--- config.mk ---
export PLATFORM = sky130hd
export DESIGN_NAME = numarator_ctr
export DESIGN_NICKNAME = d
export VERILOG_FILES = /design/src/rtl/numarator_ctr.sv
export SDC_FILE = /design/constraint.sdc
export NUM_CORES = 1
export LEC_CHECK = 0
export ABC_AREA = 0
export CAP_MARGIN = 20
export CORE_AREA = 2 2 39 41
export CTS_CLUSTER_SIZE = 24
export DETAILED_ROUTE_END_ITERATION = 6
export DIE_AREA = 0 0 41 43
export GPL_TIMING_DRIVEN = 1
export PLACE_DENSITY_LB_ADDON = 0.12
export SLEW_MARGIN = 30
export SYNTH_ARGS = -nofsm -noshare
export SYNTH_HDL_FRONTEND = slang
export SYNTH_SLANG_ARGS = --single-unit
--- constraint.sdc ---
create_clock -name clk_out_led -period 1.2 [get_ports clk_out_led]
set_input_delay 0.24 -clock clk_out_led [delete_from_list [all_inputs] [get_ports clk_out_led]]
set_output_delay 0.24 -clock clk_out_led [all_outputs]
set_load 0.01 [all_outputs]
--- src/rtl/numarator_ctr.sv ---
// Modulo-MODULUS counter with a one-cycle wrap carry for chaining timer stages.
// Optional down-counting (input numara_jos) is enabled by defining NUMARATOR_DOWN_EN.
module numarator_ctr #(
    parameter int WIDTH   = 6,
    parameter int MODULUS = 60
) (
    input  logic             clk_out_led,
    input  logic             reset,
    input  logic             pauza,
`ifdef NUMARATOR_DOWN_EN
    input  logic             numara_jos,
`endif
    output logic [WIDTH-1:0] valoarea_bin,
    output logic             carry_out
);

    // MODULUS may equal 2**WIDTH, so only MODULUS-1 is guaranteed to fit in WIDTH bits.
    localparam logic [WIDTH-1:0] TERMINAL = WIDTH'(MODULUS - 1);

    logic [WIDTH-1:0] count_q, count_d;
    logic             carry_q, carry_d;
    logic             count_down;

`ifdef NUMARATOR_DOWN_EN
    assign count_down = numara_jos;
`else
    assign count_down = 1'b0;
`endif

    // NOTE: defaults at the top of always_comb keep every path assigned, so no latch is inferred.
    always_comb begin
        count_d = count_q;
        carry_d = 1'b0;
        if (!pauza) begin
            if (count_q > TERMINAL) begin
                count_d = '0;
            end else if (count_down) begin
                if (count_q == '0) begin
                    count_d = TERMINAL;
                    carry_d = 1'b1;
                end else begin
                    count_d = count_q - WIDTH'(1);
                end
            end else begin
                if (count_q == TERMINAL) begin
                    count_d = '0;
                    carry_d = 1'b1;
                end else begin
                    count_d = count_q + WIDTH'(1);
                end
            end
        end
    end

    // NOTE: state flops use non-blocking assignments so every register samples pre-edge values.
    always_ff @(posedge clk_out_led or posedge reset) begin
        if (reset) begin
            count_q <= '0;
            carry_q <= 1'b0;
        end else begin
            count_q <= count_d;
            carry_q <= carry_d;
        end
    end

    assign valoarea_bin = count_q;
    assign carry_out    = carry_q;

endmodule

Word level (Yosys, flattened, before mapping)
Cells that the tools add are included.
Operators by class
  add/sub/neg operators: 1
  $mul: 0
  divide/modulo/power cells: 0
  magnitude comparators: 1
  eq/ne operators: 1
  shift-type cells: 0
  multiplexer cells: 5
  bitwise gates (word level): 0
  reduce and logical (&&, ||, !) cells: 0
Operators with widths (count)
  two-way mux 6 bit: 2
  adder 6 x 1 -> 6 bit, second input constant: 1
  == test 6 bit, second input constant: 1
  > comparator 6 bit, second input constant: 1
  two-way mux 1 bit: 3
Word-level totals
  bits in registers: 7
  latch bits: 0
  bits in writable memories: 0
  ROM bits: 0
  input port bits: 3
  word-level logic and storage cells: 10
  memories: 0

Longest topological paths before layout
Gate-level depths: netlist of run 1.
  depth in word-level cells: 4
  gate-level depth with buffers: 4
  depth with buffers taken out: 4

Worst setup path after synthesis of run 1
Ideal clock, no wire load.
  path kind: flip-flop to flip-flop
  start: register count_q[0], in the netlist valoarea_bin[0]
  end: register count_q[5], in the netlist valoarea_bin[5]
  setup time: 65 ps
  arrival time: 1102 ps
  required time: 1135 ps
  path slack: 33 ps
  stages on the path, launching flop included: 5
  buffers on the path: 0
  cell sequence: dfrtp_1 -> ha_1 -> nor2_1 -> nor3_4 -> o21ba_1
On the way
  word-level cells in the longest chain between the ends: 3
  elaborated cells on any way between the ends: 5
  those cells by class: add/sub: 1; order compare: 1; eq/ne: 1; mux: 2
RTL lines
  start, declared: line 20  | logic [WIDTH-1:0] count_q, count_d;
  start signal, assigned: line 61  | count_q <= count_d;
  adder 6 x 1 -> 6 bit or == test 6 bit (tied branches): line 49, 45
  two-way mux 6 bit: line 45  | if (count_q == TERMINAL) begin
  two-way mux 6 bit (*): line 35  | if (count_q > TERMINAL) begin
Every way passes the cells marked *; elsewhere a longest branch is shown, timed or not.
A chain may end at the register's enable or synchronous reset.

Worst setup path after layout of run 1
  start: register count_q[2], in the netlist valoarea_bin[2]
  end: output valoarea_bin[2]
RTL lines
  end, declared: line 13  | output logic [WIDTH-1:0] valoarea_bin,
No word-level cell between the ends.

==> results list, run 1 <==
- The die covers 1760 um^2.
* Aggregate routed wire length: slightly below 900 um
- The Yosys step of the flow raised 0 warnings.
- Clock tree synthesis inserted a total of 3 buffers.
- The cell count after synthesis came out at 39.
- The max-slew violation total from the final report is 0.
- Dpl hpwl: ~660 um
* R2r worst-path depth: 4
- Number of global-route vias before repair: between 300 and 400
- VDD sags by at most 0.000875 V.
- The worst pin sits at a relative slew slack of between 80% and 90%.
* Minimum setup slack after placement: -0.216 ns
* Root buffer cell: sky130_fd_sc_hd__clkbuf_4
- Walking the worst path, the cells encountered are dlygate4sd2_1.
- Largest family of logic cells by synthesized area: simple AND/OR/NAND/NOR gates
* Proportion of synthesized chip area in sequential cells: ~45%
- The clock drives 7 sinks.
* HP Class: input pin to async pin
* Post-synthesis share of cell area spent on full adders, half adders and majority gates: under 10%
- IO Port Bufs: 9
- Total of max-cap violations: 0
- Starting density of the core: between 20% and 30%
* Average wire length per cell after detail routing: around 12 um
* Net switching fraction of the power: between 40% and 50%
* Overall power of the completed layout: approximately 1.3 mW
- Max Clk Rate: just under 900 MHz
- The floorplan has 14 rows.
- Total number of vias: approximately 340
* Crit path buffers/inverters: 1
- Entering global routing, the biggest net connects 10 pins.
- Clock skew on the completed layout was measured at ~0.0008 ns.
* Pin slew with the least headroom to its limit: just under 0.3 ns
- Global-route wire length before repair: about 1400 um
- The detail route stage leaves a number of antenna-violating nets equal to 0.
* Placed Instance Area: roughly 520 um^2
* Net count of the finished layout: a little over 60
* Dominant synthesized flop cell: sky130_fd_sc_hd__dfrtp_1
* Clock-pin slew on the worst setup and hold paths: 0.05 ns
- CP top delay family: flip-flops
- Portion of netlist area occupied by mux cells: 0%
* Cell type with the highest aggregate area in the netlist: sky130_fd_sc_hd__dfrtp_1
* Drt drc: 0
* Arrival time reported for the critical path endpoint: around 0.92 ns
- Final Setup Violations: 0
* Worst Setup Path Type: flip-flop to primary output
- After synthesis, the share of flip-flops with an asynchronous set or reset is between 90% and 100%.
* Fin area: approximately 560 um^2
- The netlist uses 18 different library cells.
- Via/cell ratio: 4.74
- TritonCTS built the clock tree.
- In this run the critical register-to-register path is launched from valoarea_bin[0].
- Synthesized-area fraction occupied by xor and xnor cells: 4.55%
- Initial antenna violation count: 0
* Number of fillers in the final layout: approximately 150
* Die Height: 43 um
- Maximum number of buffers from clock root to sink: 2
- Critical Path End Type: primary output
* Synthesized flop and latch total: 7
- Die boundary width: about 41 um
* Total global routing overflow: 0
- Pre-Repair DR Iteration Count: 2
- Final-layout setup total negative slack: 0 ns
- The slowest stage of the critical path is the sky130_fd_sc_hd__dfrtp_1 cell.
- The repair_antennas step left the layout with diodes totalling 0.
- 10 I/O pins were placed.
* Final weighted congestion in routability-driven placement: roughly 0.80
- Total core area: approximately 1400 um^2
* Top cells by instance count after synthesis: sky130_fd_sc_hd__dfrtp_1, sky130_fd_sc_hd__nor2_1, sky130_fd_sc_hd__nand2_1
* Static leakage: approximately 0.26 nW
- Fraction of synthesized cell area taken by the top area cell type: 45.5%
- Number of DRC markers after the initial detailed-route iteration: 2
- In this run the critical register-to-register path is captured at valoarea_bin[5].
- Clock latency on the worst-skew pair, taken at its later pin, is about 0.26 ns.
* Syn nets: 43
* Post-synthesis cell area: about 390 um^2
- Main area contributors after synthesis: sky130_fd_sc_hd__dfrtp_1, sky130_fd_sc_hd__nor2_1, sky130_fd_sc_hd__nand2_1
- Averaged over all synthesized cells, the footprint is just under 10 um^2.
- Cell Int Power: 792 uW
- Overall Global Routing Usage: approximately 13%
- Delay contributed by the slowest stage of the critical path: roughly 0.38 ns
* Leading cell type by number of instances after synthesis: sky130_fd_sc_hd__dfrtp_1
- Data required time of the critical path: roughly 0.96 ns
* Portion of total power attributed to sequential cells: 30.5%
* Fraction of layout cells with a size suffix above 1: about a third
* Hold Vio Cnt, Final: 0
- Of the total synthesized cell area, the portion taken by AND, OR, NAND and NOR gates is 27.3%.
* H-tree lvl count: 1
- Compound-gate portion of the synthesized area: 13.3%
- Along the worst path, the maximum fanout reaches 2.
* Period utilization: approximately 96%
- Setup repair after global routing left no endpoint under its margin.
* Launching element type of the critical path: flip-flop
* Number of enable flip-flop cells after synthesis: 0
* Fraction of power consumed by the clock network: between 15 and 20%
* Count of hold-fix buffers inserted at cts: 0
- Combinational cells account for a little over half of the total power.
* Minimum clock period: 1.16 ns
- Area added between synthesis and finish: 44.2%
* Pwr Density: about 2400 nW/um^2
- Setup Buffers After CTS: 0
- Outcome: finished clean
- Register-to-Register Setup Slack: around 0.10 ns
- The worst path meets setup with between 0.04 and 0.05 ns of slack.
- In this run the power spent charging and discharging nets is about 560 uW.
[routing by layer]
layer / up-vias / share of wire [%] / global-route usage [%]
li1: 168 / - / -
met5: - / 0 / 0
met4: 0 / 2.4 / 10.0
met1: 161 / 45 / 14.5
met3: 4 / 4.7 / 3.14
met2: 8 / 48 / 19.4
[metrics by stage]
stage	std cells	utilization, %	hold WS [ns]
5_1_grt	72	40.1	0.263
2_1_floorplan	39	-	0.0434
4_1_cts	72	39.5	0.230
6_report	72	40.1	0.225
3_5_place_dp	68	37.9	0.510
3_3_place_gp	68	37.9	0.497
[cell type report]
class	instances	area (um^2)	area share, %
Timing Repair Buffer	15	119	21.4
Clock buffer	4	26.3	4.73
Tap cell	16	20.0	3.60
Multi-Input combinational cell	28	206	37.2
Inverter	2	7.51	1.35
Sequential cell	7	176	31.8
[sequential cells by signal (all words and copies together), names as in the netlist]
| register | flops |
|---|---|
| valoarea_bin | 6 |
| carry_out | 1 |
[power by group through the flow]
stage / Combinational (mW) / Clock (mW) / Sequential, mW
2_1_floorplan: 0.283 / 0 / 0.484
3_3_place_gp: 0.727 / 0 / 0.391
6_report: 0.713 / 0.224 / 0.411
5_1_grt: 0.786 / 0.250 / 0.424
4_1_cts: 0.689 / 0.233 / 0.395
3_5_place_dp: 0.735 / 0 / 0.401
[cell usage in the layout (no fill, tap or decap), drive strengths merged, types with 2 or more instances in the layout]
cell type      count
dfrtp              7
buf                6
nor2               6
clkbuf             6
nand2              5
dlygate4sd2        5
o21ai              3
xor2               2
nand3              2
inv                2
clkdlybuf4s50      2
o31ai              2
[cells by family after synthesis]
family | count (synthesis)
AOI/OAI and AO/OA | 8
xor gates and xnor gates | 2
adders and majority gates | 1
buffers and inverters | 4
DFF | 7
and+or+nand+nor | 17
[worst max path at each step]
stage | endpoint | depth (start not counted) | from
finish | valoarea_bin[2] | 1 | valoarea_bin[2]
global route | valoarea_bin[2] | 1 | valoarea_bin[2]
CTS | valoarea_bin[4] | 4 | valoarea_bin[1]
detailed placement | valoarea_bin[5] | 4 | pauza
global placement | valoarea_bin[5] | 4 | pauza
floorplan | valoarea_bin[5] | 4 | valoarea_bin[0]
[what timing repair did]
item	in CTS	in global routing
pin swaps	0	0
setup endpoints to repair	8	2
gates resized for setup	10	6
endpoints found under the hold margin	0	0
Note: power is estimated with default switching activity, not from simulation.
==> run 2, diff against run 1 <==
- ABC_AREA: 0 -> not set
- CTS_BUF_LIST: not set -> sky130_fd_sc_hd__clkbuf_4
- CTS_CLUSTER_DIAMETER: not set -> 150
==> run 2 against run 1 <==
  * Sequential cell count stayed put
  * Die area stayed put
  * Largest cell class unchanged
  * Global-route usage is 0.20 points lower
  * Setup slack worse by 0.0017 ns
==> results list, run 2 (synthesis gave the netlist of run 1 again) <==
- Count of antenna diodes in the layout: 0 (unchanged)
* Arrival time reported for the critical path endpoint: 0.92 ns (about the same)
* IO Port Bufs: 9 (unchanged)
- The cell chosen for the clock root is sky130_fd_sc_hd__clkbuf_4 (unchanged).
- The final weighted congestion in routability-driven placement came to 0.800 (unchanged).
* Minimum clock period: 1.16 ns (about the same)
- The worst clock skew was 0.000871 ns (was 0.000822 ns).
- Number of global-route vias before repair: 337 (was 335)
- The post-synthesis to final-layout area growth is 45.1% (was 44.2%).
- Average wire length per cell after detail routing: 12.2 um (unchanged)
- The TritonCTS clock tree was yes (unchanged).
- Final Setup Violations: 0 (unchanged)
* Data required time of the critical path: 0.96 ns (about the same)
* Dpl hpwl: 659 um (unchanged)
* Delay contributed by the slowest stage of the critical path: 0.38 ns (about the same)
- The kind of cell adding the most delay to the critical path is flip-flops (unchanged).
- Drt drc: 0 (unchanged)
- The worst slack at placement is -0.216 ns (unchanged).
* Total core area: 1380 um^2 (unchanged)
- Launching element type of the critical path: flip-flop (unchanged)
* Setup Buffers After CTS: 0 (unchanged)
* Crit path buffers/inverters: 1 (unchanged)
- H-tree lvl count: 1 (unchanged)
* Number of CTS-inserted buffers: 3 (unchanged)
* Period utilization: 96.5% (was 96.3%)
- The maximum ir drop on the vdd rail came to 0.00102 V (was 0.000875 V).
* Critical Path End Type: primary output (unchanged)
* Initial antenna violation count: 0 (unchanged)
- Pin count of the biggest net entering global routing: 10 (unchanged)
- Max reg flops: 6 (unchanged)
- The final instance count without filler cells was 72 (unchanged).
- The maximum clock frequency came to 864 MHz (was 865 MHz).
* Unrepaired setup endpoints after global routing: false (unchanged)
- The max-slew violation total from the final report was 0 (unchanged).
- The x dimension of the die was 41 um (unchanged).
* DRT antenna net count: 0 (unchanged)
* Pwr Density: 2450 nW/um^2 (was 2430 nW/um^2)
- The global-route wire length before repair came to 1430 um (unchanged).
- The deepest clock path buffer count is 2 (unchanged).
- The final net count came to 61 (unchanged).
- The post-cts repair resize count came to 10 (unchanged).
- Num ports: 10 (unchanged)
- Number of fillers in the final layout: 146 (was 147)
- Pin slew with the least headroom to its limit: 0.295 ns (about the same)
- The total iterations of the first detailed-routing run was 4 (was 2).
* Rows: 14 (unchanged)
- HP Class: input pin to async pin (unchanged)
* Highest net fanout along the worst path: 2 (unchanged)
- Count of hold-fix buffers inserted at cts: 0 (unchanged)
- The final worst setup slack is 0.0423 ns (was 0.0440 ns).
- Total number of vias: 345 (was 341)
- Aggregate routed wire length: 875 um (unchanged)
* Number of DRC markers after the initial detailed-route iteration: 3 (was 2)
- Starting density of the core: 27.8% (unchanged)
- The number of maximum-capacitance constraint violations was 0 (unchanged).
- Outcome: finished clean (unchanged).
* Static leakage: 0.265 nW (was 0.262 nW)
* Cell with the largest stage delay on the worst path: sky130_fd_sc_hd__dfrtp_1 (unchanged)
* Fraction of layout cells with a size suffix above 1: 33.9% (was 32.1%)
* Die outline area: 1760 um^2 (unchanged)
* Final-layout setup total negative slack: 0 ns (unchanged)
- Die Height: 43 um (unchanged)
* Overall power of the completed layout: 1.37 mW (was 1.35 mW)
- The global router's overall resource usage was 12.7% (was 12.9%).
* Via/cell ratio: 4.79 (was 4.74)
- The instance count after placement with tap cells included is 68 (unchanged).
* Commonest non-fill, non-tap cells in the layout: sky130_fd_sc_hd__dfrtp_1, sky130_fd_sc_hd__buf_4, sky130_fd_sc_hd__nand2_1, sky130_fd_sc_hd__nor2_1, sky130_fd_sc_hd__dlygate4sd2_1 (unchanged)
- Max_slew headroom: 80.3% (about the same)
* Clock-pin slew on the worst setup and hold paths: 0.05 ns (about the same)
* Worst Setup Path Type: flip-flop to primary output (unchanged)
- Worst-path cell chain: dlygate4sd2_1 (unchanged)
- The number of hold-slack violations in the final timing report is 0 (unchanged).
* Sinks on the clock net: 7 (unchanged)
- Insertion delay to the later sink of the worst-skew pair: 0.26 ns (about the same)
- The residual overflow from global routing was 0 (unchanged).
-- run 2: cell counts in the layout (fill, tap and decap cells not counted) --
No cell type changed its count.
-- run 2: cell type report --
class	count	area (um^2)	area share, %
Multi-Input combinational cell	28	206	36.9
Sequential cell	7	176	31.5
Timing Repair Buffer	15	119	21.3
Clock buffer	4	30.0	5.37
Tap cell	16	20.0	3.58
Inverter	2	7.51	1.34
-- run 2: power by group --
| group | total, mW | internal [mW] | leakage, nW | switching (mW) |
|---|---|---|---|---|
| Clock | 0.248 | 0.150 | 0.0184 | 0.0975 |
| Combinational | 0.711 | 0.332 | 0.159 | 0.379 |
| Sequential | 0.409 | 0.332 | 0.0873 | 0.0771 |
| Total | 1.37 | 0.814 | 0.265 | 0.553 |
-- run 2: per-stage QoR --
stage | utilization [%] | hold slack (ns) | area, um^2
after detailed placement | 37.9 | 0.510 | 524
after floorplan | - | 0.0434 | 385
after global routing | 40.4 | 0.265 | 559
after CTS | 39.8 | 0.232 | 551
after global placement | 37.9 | 0.497 | 524
final | 40.4 | 0.223 | 559
-- run 2: path summary, 6_finish.rpt --
kind / from / to / slack [ns] / cells past startpoint
hold reg to reg: valoarea_bin[1] / valoarea_bin[1] / 0.56 / 2
max in group asynchronous: reset / valoarea_bin[1] / 0.73 / 2
min in group clk_out_led: valoarea_bin[1] / valoarea_bin[1] / 0.56 / 2
setup reg to reg: valoarea_bin[0] / valoarea_bin[5] / 0.11 / 4
setup / recovery: valoarea_bin[2] / valoarea_bin[2] / 0.04 / 1
hold / removal: reset / valoarea_bin[2] / 0.22 / 2
-- run 2: per-layer routing --
layer  part of all wire, %  vias up  global-route usage [%]
met5                     0        -                       0
met4                   3.3        0                    8.00
met3                   5.3        5                    3.14
met2                    47       11                    20.0
met1                    44      163                    14.2
li1                      -      166                       -
==> run 3, diff against run 2 <==
- PLACE_DENSITY_LB_ADDON: 0.12 -> not set
==> run 3 against run 2 <==
  * First-iteration DRC count rose by 130%
  * Non-clock buffer count rose by 1
  * Clock skew rose by 0.014 ns
  * Sequential cell count did not move
  * Largest power group unchanged
  * Clock power barely moved
==> results list, run 3 (synthesis gave the netlist of run 1 again) <==
- Number of fillers in the final layout: 146 (unchanged)
* Via/cell ratio: 4.49 (was 4.79)
- The clock period minus final worst setup slack was 1.16 ns (about the same).
* Beginning of the worst register-to-register path: valoarea_bin[0] (unchanged)
- Overall Global Routing Usage: 10.4% (was 12.7%)
- Num ports: 10 (unchanged)
* Startpoint of the most critical setup path: valoarea_bin[0] (was valoarea_bin[2])
- The clock transition at the registers of the reported paths is 0.06 ns (was 0.05 ns).
- Count of antenna diodes in the layout: 0 (unchanged)
* Final std cells w/o fill: 73 (was 72)
- The final net count came to 62 (was 61).
- Pwr Density: 2350 nW/um^2 (was 2450 nW/um^2)
* Number of DRC markers after the initial detailed-route iteration: 7 (was 3)
- The number of core rows was 14 (unchanged).
- The critical-path maximum fanout is 3 (was 2).
- The length in cells of the worst reg-to-reg path came to 4 (unchanged).
- Die Height: 43 um (unchanged)
- The share of final-layout standard cells stronger than drive strength 1 was 26.3% (was 33.9%).
- The core area came to 1380 um^2 (unchanged).
- The endpoint of the lowest-slack register-to-register path is valoarea_bin[5] (unchanged).
* Number of global-route vias before repair: 282 (was 337)
* Worst IR drop on VDD: 0.000874 V (was 0.00102 V)
- Setup Buffers After CTS: 0 (unchanged)
* Root buffer cell: sky130_fd_sc_hd__clkbuf_4 (unchanged)
- Sinks on the clock net: 7 (unchanged)
- The residual overflow from global routing came to 0 (unchanged).
- The post-synthesis to final-layout area growth is 44.8% (was 45.1%).
- The number of buffer cells added on primary ports is 9 (unchanged).
* Placed Instance Area: 532 um^2 (was 524 um^2)
- The total iterations of the first detailed-routing run is 2 (was 4).
- CTS tree: yes (unchanged)
- The half-perimeter wire length after placement came to 564 um (was 659 um).
- The instance count after placement with tap cells included came to 69 (was 68).
* Period utilization: 96.6% (was 96.5%)
- Number of CTS-inserted buffers: 3 (unchanged)
- Unrepaired setup endpoints after global routing: true (was false).
* Final Setup Violations: 0 (unchanged)
- Total count of max-transition violations in the final report: 0 (unchanged)
* Critical Path End Type: primary output (unchanged)
* Worst hold slack: 0.213 ns (was 0.223 ns)
- Count of hold-fix buffers inserted at cts: 0 (unchanged)
- Die outline area: 1760 um^2 (unchanged)
* Die boundary width: 41 um (unchanged)
- The number of stages on the worst setup path is 1 (unchanged).
* Final weighted congestion in routability-driven placement: 0.779 (was 0.800)
- Static leakage: 0.269 nW (was 0.265 nW)
* Pin count of the biggest net entering global routing: 10 (unchanged)
* DRT antenna net count: 0 (unchanged)
* Starting density of the core: 27.8% (unchanged)
* Aggregate routed wire length: 732 um (was 875 um)
- Worst-path cell chain: clkdlybuf4s15_1 (was dlygate4sd2_1).
- Maximum number of buffers from clock root to sink: 2 (unchanged)
* HP Class: input pin to async pin (unchanged)
- The termination of the worst setup path is valoarea_bin[0] (was valoarea_bin[2]).
* Average wire length per cell after detail routing: 10.0 um (was 12.2 um)
- The measured slew at the worst slew-check pin was 0.288 ns (was 0.295 ns).
- H-tree lvl count: 1 (unchanged)
* Max Clk Rate: 863 MHz (was 864 MHz)
- CP top delay family: flip-flops (unchanged)
* Total number of vias: 328 (was 345)
- Drt drc: 0 (unchanged)
- Commonest non-fill, non-tap cells in the layout: sky130_fd_sc_hd__dfrtp_1, sky130_fd_sc_hd__buf_4, sky130_fd_sc_hd__nor2_1 (was sky130_fd_sc_hd__dfrtp_1, sky130_fd_sc_hd__buf_4, sky130_fd_sc_hd__nand2_1, sky130_fd_sc_hd__nor2_1, sky130_fd_sc_hd__dlygate4sd2_1).
- Worst Setup Path Type: flip-flop to primary output (unchanged)
- The nature of the critical path startpoint was a flip-flop (unchanged).
- Minimum setup slack after placement: -0.176 ns (was -0.216 ns)
- The endpoint arrival time on the critical path was 0.92 ns (about the same).
- The number of antenna violations at the first check in global routing is 0 (unchanged).
- The worst path required time is 0.96 ns (about the same).
- The flip-flop count of the largest register after layout came to 6 (unchanged).
- Cell with the largest stage delay on the worst path: sky130_fd_sc_hd__dfrtp_1 (unchanged)
* Register-to-Register Setup Slack: 0.05 ns (was 0.11 ns)
- Fin area: 558 um^2 (was 559 um^2)
- Post-route setup slack: 0.0410 ns (was 0.0423 ns)
* Global-route wire length before repair: 1170 um (was 1430 um)
* Max_slew headroom: 80.8% (was 80.3%)
* Insertion delay to the later sink of the worst-skew pair: 0.26 ns (about the same)
- Worst clock skew on the final layout: 0.0151 ns (was 0.000871 ns)
* Outcome: finished clean (unchanged)
- The number of hold-slack violations in the final timing report was 0 (unchanged).
- The number of maximum-capacitance constraint violations was 0 (unchanged).
- The delay of the slowest cell on the worst path is 0.41 ns (was 0.38 ns).
* Crit path buffers/inverters: 1 (unchanged)
run 3: routing by layer:
layer | wire [um] | vias to the layer above | global-route usage, %
met3 | 34 | 2 | 3.14
met1 | 343 | 148 | 13.4
met5 | 0 | - | 0
met2 | 335 | 8 | 13.8
met4 | 18 | 0 | 8.00
li1 | - | 170 | -
run 3: timing repair:
action,in CTS,in global routing
endpoints found under the setup margin,7,2
endpoints found under the hold margin,0,0
gates resized for setup,9,1
run 3: worst min-delay path by stage:
stage                                 end  cells after the start  slack [ns]  start
after floorplan                 carry_out                      1        0.04  reset
after detailed placement  valoarea_bin[4]                      2        0.50  reset
final                     valoarea_bin[2]                      2        0.21  reset
after CTS                 valoarea_bin[2]                      2        0.23  reset
after global routing      valoarea_bin[2]                      2        0.25  reset
after global placement    valoarea_bin[2]                      2        0.50  reset
run 3: per-stage QoR:
step / TNS [ns] / power (mW) / utilization (%)
2_1_floorplan: 0 / 0.768 / -
3_3_place_gp: -0.427 / 1.12 / 38.4
4_1_cts: 0 / 1.32 / 40.1
5_1_grt: -0.0207 / 1.43 / 40.3
6_report: 0 / 1.31 / 40.3
3_5_place_dp: -0.539 / 1.12 / 38.4
run 3: layout make-up:
type	instances	area [um^2]	area share, %
Sequential cell	7	175	31.4
Tap cell	16	20.0	3.59
Multi-Input combinational cell	28	189	33.9
Clock buffer	4	30.0	5.38
Inverter	2	7.51	1.35
Timing Repair Buffer	16	136	24.4
run 3: where the power goes:
part	internal, mW	total (mW)	switching (mW)
sequential	0.329	0.389	0.0602
clock	0.150	0.248	0.0983
combinational	0.324	0.672	0.348
total	0.803	1.31	0.506
